`src/rtl/ibex_multdiv_iter.sv`:
```
// ibex_multdiv_iter: iterative unsigned MUL/MULHU/DIVU/REMU unit.
// Computes 32 shift-add (multiply) or restoring-subtract (divide) steps
// on the ALU's shared adder, then presents a 32-bit result.
// Ports:
//   clk_i, rst_i            clock, synchronous active-high reset
//   start_i, kill_i, op_i   request, abort, op (00 MUL 01 MULHU 10 DIVU 11 REMU)
//   operand_a_i/b_i         operands, sampled on accepted start
//   alu_operand_a_o/b_o     operands into the ALU adder (LSB is carry slot)
//   multdiv_sel_o           ALU operand steering, high while iterating
//   alu_adder_ext_i         34-bit extended adder sum back from the ALU
//   busy_o, valid_o         in-flight flag, one-cycle completion pulse
//   result_o                final result, held until the next completion
module ibex_multdiv_iter (
    input  logic        clk_i,
    input  logic        rst_i,
    input  logic        start_i,
    input  logic        kill_i,
    input  logic [1:0]  op_i,
    input  logic [31:0] operand_a_i,
    input  logic [31:0] operand_b_i,
    output logic [32:0] alu_operand_a_o,
    output logic [32:0] alu_operand_b_o,
    output logic        multdiv_sel_o,
    input  logic [33:0] alu_adder_ext_i,
    output logic        busy_o,
    output logic        valid_o,
    output logic [31:0] result_o
);

    localparam logic [1:0] S_IDLE = 2'd0;
    localparam logic [1:0] S_CALC = 2'd1;
    localparam logic [1:0] S_DONE = 2'd2;

    logic [1:0]  r_state;
    logic [4:0]  r_cnt;
    logic [1:0]  r_op;
    logic [31:0] r_a;
    logic [31:0] r_b;
    logic [31:0] r_p;
    logic [31:0] r_q;
    logic [31:0] r_r;
    logic [31:0] r_result;

    logic        w_is_div;
    logic [31:0] w_sh;
    logic        w_accept;
    logic [64:0] w_mul_next;
    logic [31:0] w_final;
    logic        w_done_ok;
    logic        w_unused;

    assign w_is_div = r_op[1];
    assign w_sh     = {r_r[30:0], r_q[31]};
    // R[31] set means the shifted remainder is >= 2^32 > B, so always subtract.
    assign w_accept = r_r[31] | alu_adder_ext_i[33];
    assign w_mul_next = {alu_adder_ext_i[33:1], r_q};
    // Bit 0 is the carry-in slot; it carries no sum information.
    assign w_unused = alu_adder_ext_i[0];

    always_comb begin
        alu_operand_a_o = 33'd0;
        alu_operand_b_o = 33'd0;
        if (r_state == S_CALC) begin
            if (w_is_div) begin
                // sh + ~B + 1 (carry from both LSB slots) = sh - B
                alu_operand_a_o = {w_sh, 1'b1};
                alu_operand_b_o = {~r_b, 1'b1};
            end else begin
                alu_operand_a_o = {r_p, 1'b1};
                alu_operand_b_o = {(r_q[0] ? r_a : 32'd0), 1'b0};
            end
        end
    end

    always_comb begin
        w_final = r_q;
        unique case (r_op)
            2'b00:   w_final = r_q;
            2'b01:   w_final = r_p;
            2'b10:   w_final = r_q;
            default: w_final = r_r;
        endcase
    end

    // The result is shown live during DONE so valid_o and result_o align.
    assign w_done_ok     = (r_state == S_DONE) && !kill_i && !rst_i;
    assign valid_o       = w_done_ok;
    assign result_o      = w_done_ok ? w_final : r_result;
    assign busy_o        = (r_state != S_IDLE);
    assign multdiv_sel_o = (r_state == S_CALC);

    always_ff @(posedge clk_i) begin
        if (rst_i) begin
            r_state  <= S_IDLE;
            r_cnt    <= 5'd0;
            r_op     <= 2'd0;
            r_a      <= 32'd0;
            r_b      <= 32'd0;
            r_p      <= 32'd0;
            r_q      <= 32'd0;
            r_r      <= 32'd0;
            r_result <= 32'd0;
        end else begin
            unique case (r_state)
                S_IDLE: begin
                    if (start_i && !kill_i) begin
                        r_state <= S_CALC;
                        r_cnt   <= 5'd31;
                        r_op    <= op_i;
                        r_a     <= operand_a_i;
                        r_b     <= operand_b_i;
                        r_p     <= 32'd0;
                        r_r     <= 32'd0;
                        r_q     <= op_i[1] ? operand_a_i : operand_b_i;
                    end
                end
                S_CALC: begin
                    if (kill_i) begin
                        r_state <= S_IDLE;
                    end else begin
                        if (w_is_div) begin
                            r_r <= w_accept ? alu_adder_ext_i[32:1] : w_sh;
                            r_q <= {r_q[30:0], w_accept};
                        end else begin
                            r_p <= w_mul_next[64:33];
                            r_q <= w_mul_next[32:1];
                        end
                        r_cnt <= r_cnt - 5'd1;
                        if (r_cnt == 5'd0) begin
                            r_state <= S_DONE;
                        end
                    end
                end
                S_DONE: begin
                    r_state <= S_IDLE;
                    if (!kill_i) begin
                        r_result <= w_final;
                    end
                end
                default: r_state <= S_IDLE;
            endcase
        end
    end

endmodule

```
`config.mk`:
```
export PLATFORM = sky130hd
export DESIGN_NAME = ibex_multdiv_iter
export DESIGN_NICKNAME = d
export VERILOG_FILES = /design/src/rtl/ibex_multdiv_iter.sv
export SDC_FILE = /design/constraint.sdc
export NUM_CORES = 1
export LEC_CHECK = 0
export BUFFER_PORTS_ARGS = -buffer_cell sky130_fd_sc_hd__buf_2
export CAP_MARGIN = 20
export CELL_PAD_IN_SITES_DETAIL_PLACEMENT = 0
export CELL_PAD_IN_SITES_GLOBAL_PLACEMENT = 1
export CORE_MARGIN = 1
export CORE_UTILIZATION = 40
export DETAILED_ROUTE_END_ITERATION = 8
export PLACE_DENSITY_LB_ADDON = 0.1
export SLEW_MARGIN = 20
export SYNTH_ARGS = -nofsm -noshare
export SYNTH_HDL_FRONTEND = slang
export SYNTH_SLANG_ARGS = --single-unit
```
`constraint.sdc`:
```
create_clock -name clk_i -period 4.15 [get_ports clk_i]
set_input_delay 0 -clock clk_i [delete_from_list [all_inputs] [get_ports clk_i]]
set_output_delay 0 -clock clk_i [all_outputs]
set_load 0.05 [all_outputs]
```
==> flow_metrics.py <==
metrics = {
    "run_status": {
        "status": "finished, final reports clean",
    },
    "route": {
        "drt_pass1_iterations": 5,
        "vias": 9059,
        "drt-initial-drc-count": 526,
        "drc_errors": 0,
        "ant_nets": 0,
        "vias_per_cell": 5.27,
        "wl_per_cell_um": 17.0,
        "drt-total-wl_um": 29200,
    },
    "setup_path": {
        "crit_type": "flip-flop to output port",
        "crit_path_end_kind": "output port",
        "cp-start-kind": "flip-flop",
        "worstPathArrival_ps": 2880,
        "cp.required_ps": 4150,
        "path_max_fanout": 32,
    },
    "cts": {
        "cts_made_buffers": 24,
        "clk_pin_slew_ps": 60,
        "clk-insertion-delay-late_ps": 510,
        "post_cts_resized": 0,
        "cts.sinks": 201,
        "postCtsHoldBufs": 100,
        "max-clock-path-buffers": 3,
        "cts_max_level": 1,
        "root_buffer": "clkbuf_16",
        "cts_tree": "done",
        "cts_setup_buffers": 0,
    },
    "yosys": {
        "ys_warn_count": 0,
        "syn_area_sq_um": 9590,
        "syn_avg_cell_area_sq_um": 8.40,
        "syn_nets": 1247,
        "yosysSeqAreaShare": 0.420,
        "synth_edf_count": 0,
        "synth_cell_type_count": 41,
        "syn_inst": 1142,
        "synth-seq-cells": 201,
        "synthFlopType": "dfxtp_1",
        "async_flop_share": 0,
    },
    "floorplan": {
        "dieArea_sq_um": 24600,
        "ios": 205,
        "coreArea_sq_um": 23500,
        "start_util": 0.408,
        "die_w_um": 157,
        "rows": 56,
        "die_h_um": 157,
    },
    "power": {
        "leakagePower_uw": 0.00555,
        "worst_ir_drop_vdd_v": 0.000249,
        "total_power_uw": 4720,
        "powerDensity_nw_per_um2": 377,
    },
    "placed_design": {
        "postPlaceCellArea_sq_um": 10700,
        "dp.cells": 1579,
        "gp_congestion": 0.777,
        "hpwl_um": 18600,
        "io_buffers": 203,
    },
    "final_layout": {
        "instances_no_fill": 1720,
        "fin_util": 0.534,
        "layout.nets": 1491,
        "fin_area_sq_um": 12500,
        "drive_gt1_frac": 0.212,
        "layout_commonest_cell": "buf_2",
        "diodes": 0,
        "syn2layout_area_growth_pct": 30.7,
        "final_cell_mix": "buf_2 (202), dfxtp_1 (199), nand2_1 (191)",
    },
    "worst_hold_path": {
        "holdCritPathClass": "primary input to flip-flop",
    },
    "global_route": {
        "grt.overflow.total": 0,
        "track_usage": 0.233,
        "grt_first_pass_wirelength_um": 45700,
        "grt_max_degree": 75,
        "antenna_found_initial": 0,
        "grt_pass1_vias": 8502,
    },
    "sta": {
        "rsz0062_at_grt": "false",
        "finalSetupTns_ps": 0,
        "worst_clock_skew_ps": 8.70,
        "finalHoldViolations": 0,
        "fmax_ghz": 0.347,
        "drv_slew": 0,
        "fin_crit_sh": 0.695,
        "post-route-min-period_ps": 2880,
        "finalSetupViolCount": 0,
        "slew_headroom": 0.296,
        "worst_pin_slew_ps": 1060,
    },
    "job": {
        "cap_violations": 0,
    },
}
==> final timing paths <==
check / startpoint / to / slack, ps / cells after the start
worst min-delay path: rst_i / r_cnt[0]$_SDFFE_PP0P_ / 90 / 2
worst max-delay path: r_state[0]$_SDFFE_PP0P_ / alu_operand_b_o[22] / 1270 / 6
worst max register to register: r_state[0]$_SDFFE_PP0P_ / r_op[0]$_SDFFE_PP0P_ / 1820 / 4
worst min register to register: r_b[25]$_SDFFE_PP0P_ / r_b[25]$_SDFFE_PP0P_ / 450 / 2
==> cell type report <==
type | count | area, sq um
Sequential cell | 201 | 4030
Tap cell | 319 | 399
Clock buffer | 38 | 744
Inverter | 6 | 22.5
Fill cell | 2243 | 10900
Multi-Input combinational cell | 830 | 5130
Clock inverter | 3 | 40.0
Timing Repair Buffer | 323 | 2170
==> per-stage QoR <==
stage / hold slack, ps / setup WS [ps]
after floorplan: 136 / 2200
after global placement: 247 / 1790
after detailed placement: 242 / 1800
after CTS: 85.1 / 1240
after global routing: 115 / 1030
final: 91.2 / 1270
==> cells by family after synthesis <==
logic type / after synthesis / share of synthesized area
adders and majority gates: 1 / 0.00130
AOI/OAI and AO/OA: 346 / 0.246
DFF: 201 / 0.420
buffers and inverters: 111 / 0.0501
xor gates and xnor gates: 1 / 0.000914
muxes: 128 / 0.137
and+or+nand+nor: 354 / 0.145
==> cells in the mapped netlist (4+ instances only) <==
cell type	instances	area share
clkbuf_1	63	0.025
nor2_1	144	0.056
a211oi_1	65	0.051
nand2_1	191	0.075
o21ai_0	33	0.017
a21o_1	65	0.051
inv_1	6	0.0023
a22oi_1	33	0.026
buf_1	7	0.0027
a21oi_1	89	0.046
o2bb2ai_1	31	0.028
nor3_1	4	0.0021
a221oi_1	22	0.020
buf_2	30	0.016
dfxtp_1	201	0.42
mux2_2	23	0.027
mux2i_1	105	0.11
==> state kept, by name, indices dropped and copies added, names as in the netlist <==
register,count
r_b,32
r_cnt,5
r_p,32
r_q,32
r_op,2
r_a,32
r_result,32
r_r,32
r_state,2
==> per-layer routing <==
metal,GRT usage,vias to the layer above,wire length (um)
li1,-,4534,-
met1,0.341,4268,14600
met2,0.364,227,12700
met3,0.0285,30,1470
met4,0.0500,0,430
met5,0,-,0
==> power breakdown <==
part | leakage (uW) | switching, uW | internal (uW)
logic | 0.00353 | 319 | 244
registers | 0.00164 | 74.0 | 2000
clock network | 0.000387 | 805 | 1280
==> worst max-delay path, stage by stage, from the launching register on <==
cell and delay [ps]:
dfxtp_1 620, nor3b_2 620, and2_1 210, buf_4 370, nand2_1 90, o21ai_0 130
buf_2 320
Power figures use the tool's default switching activity.
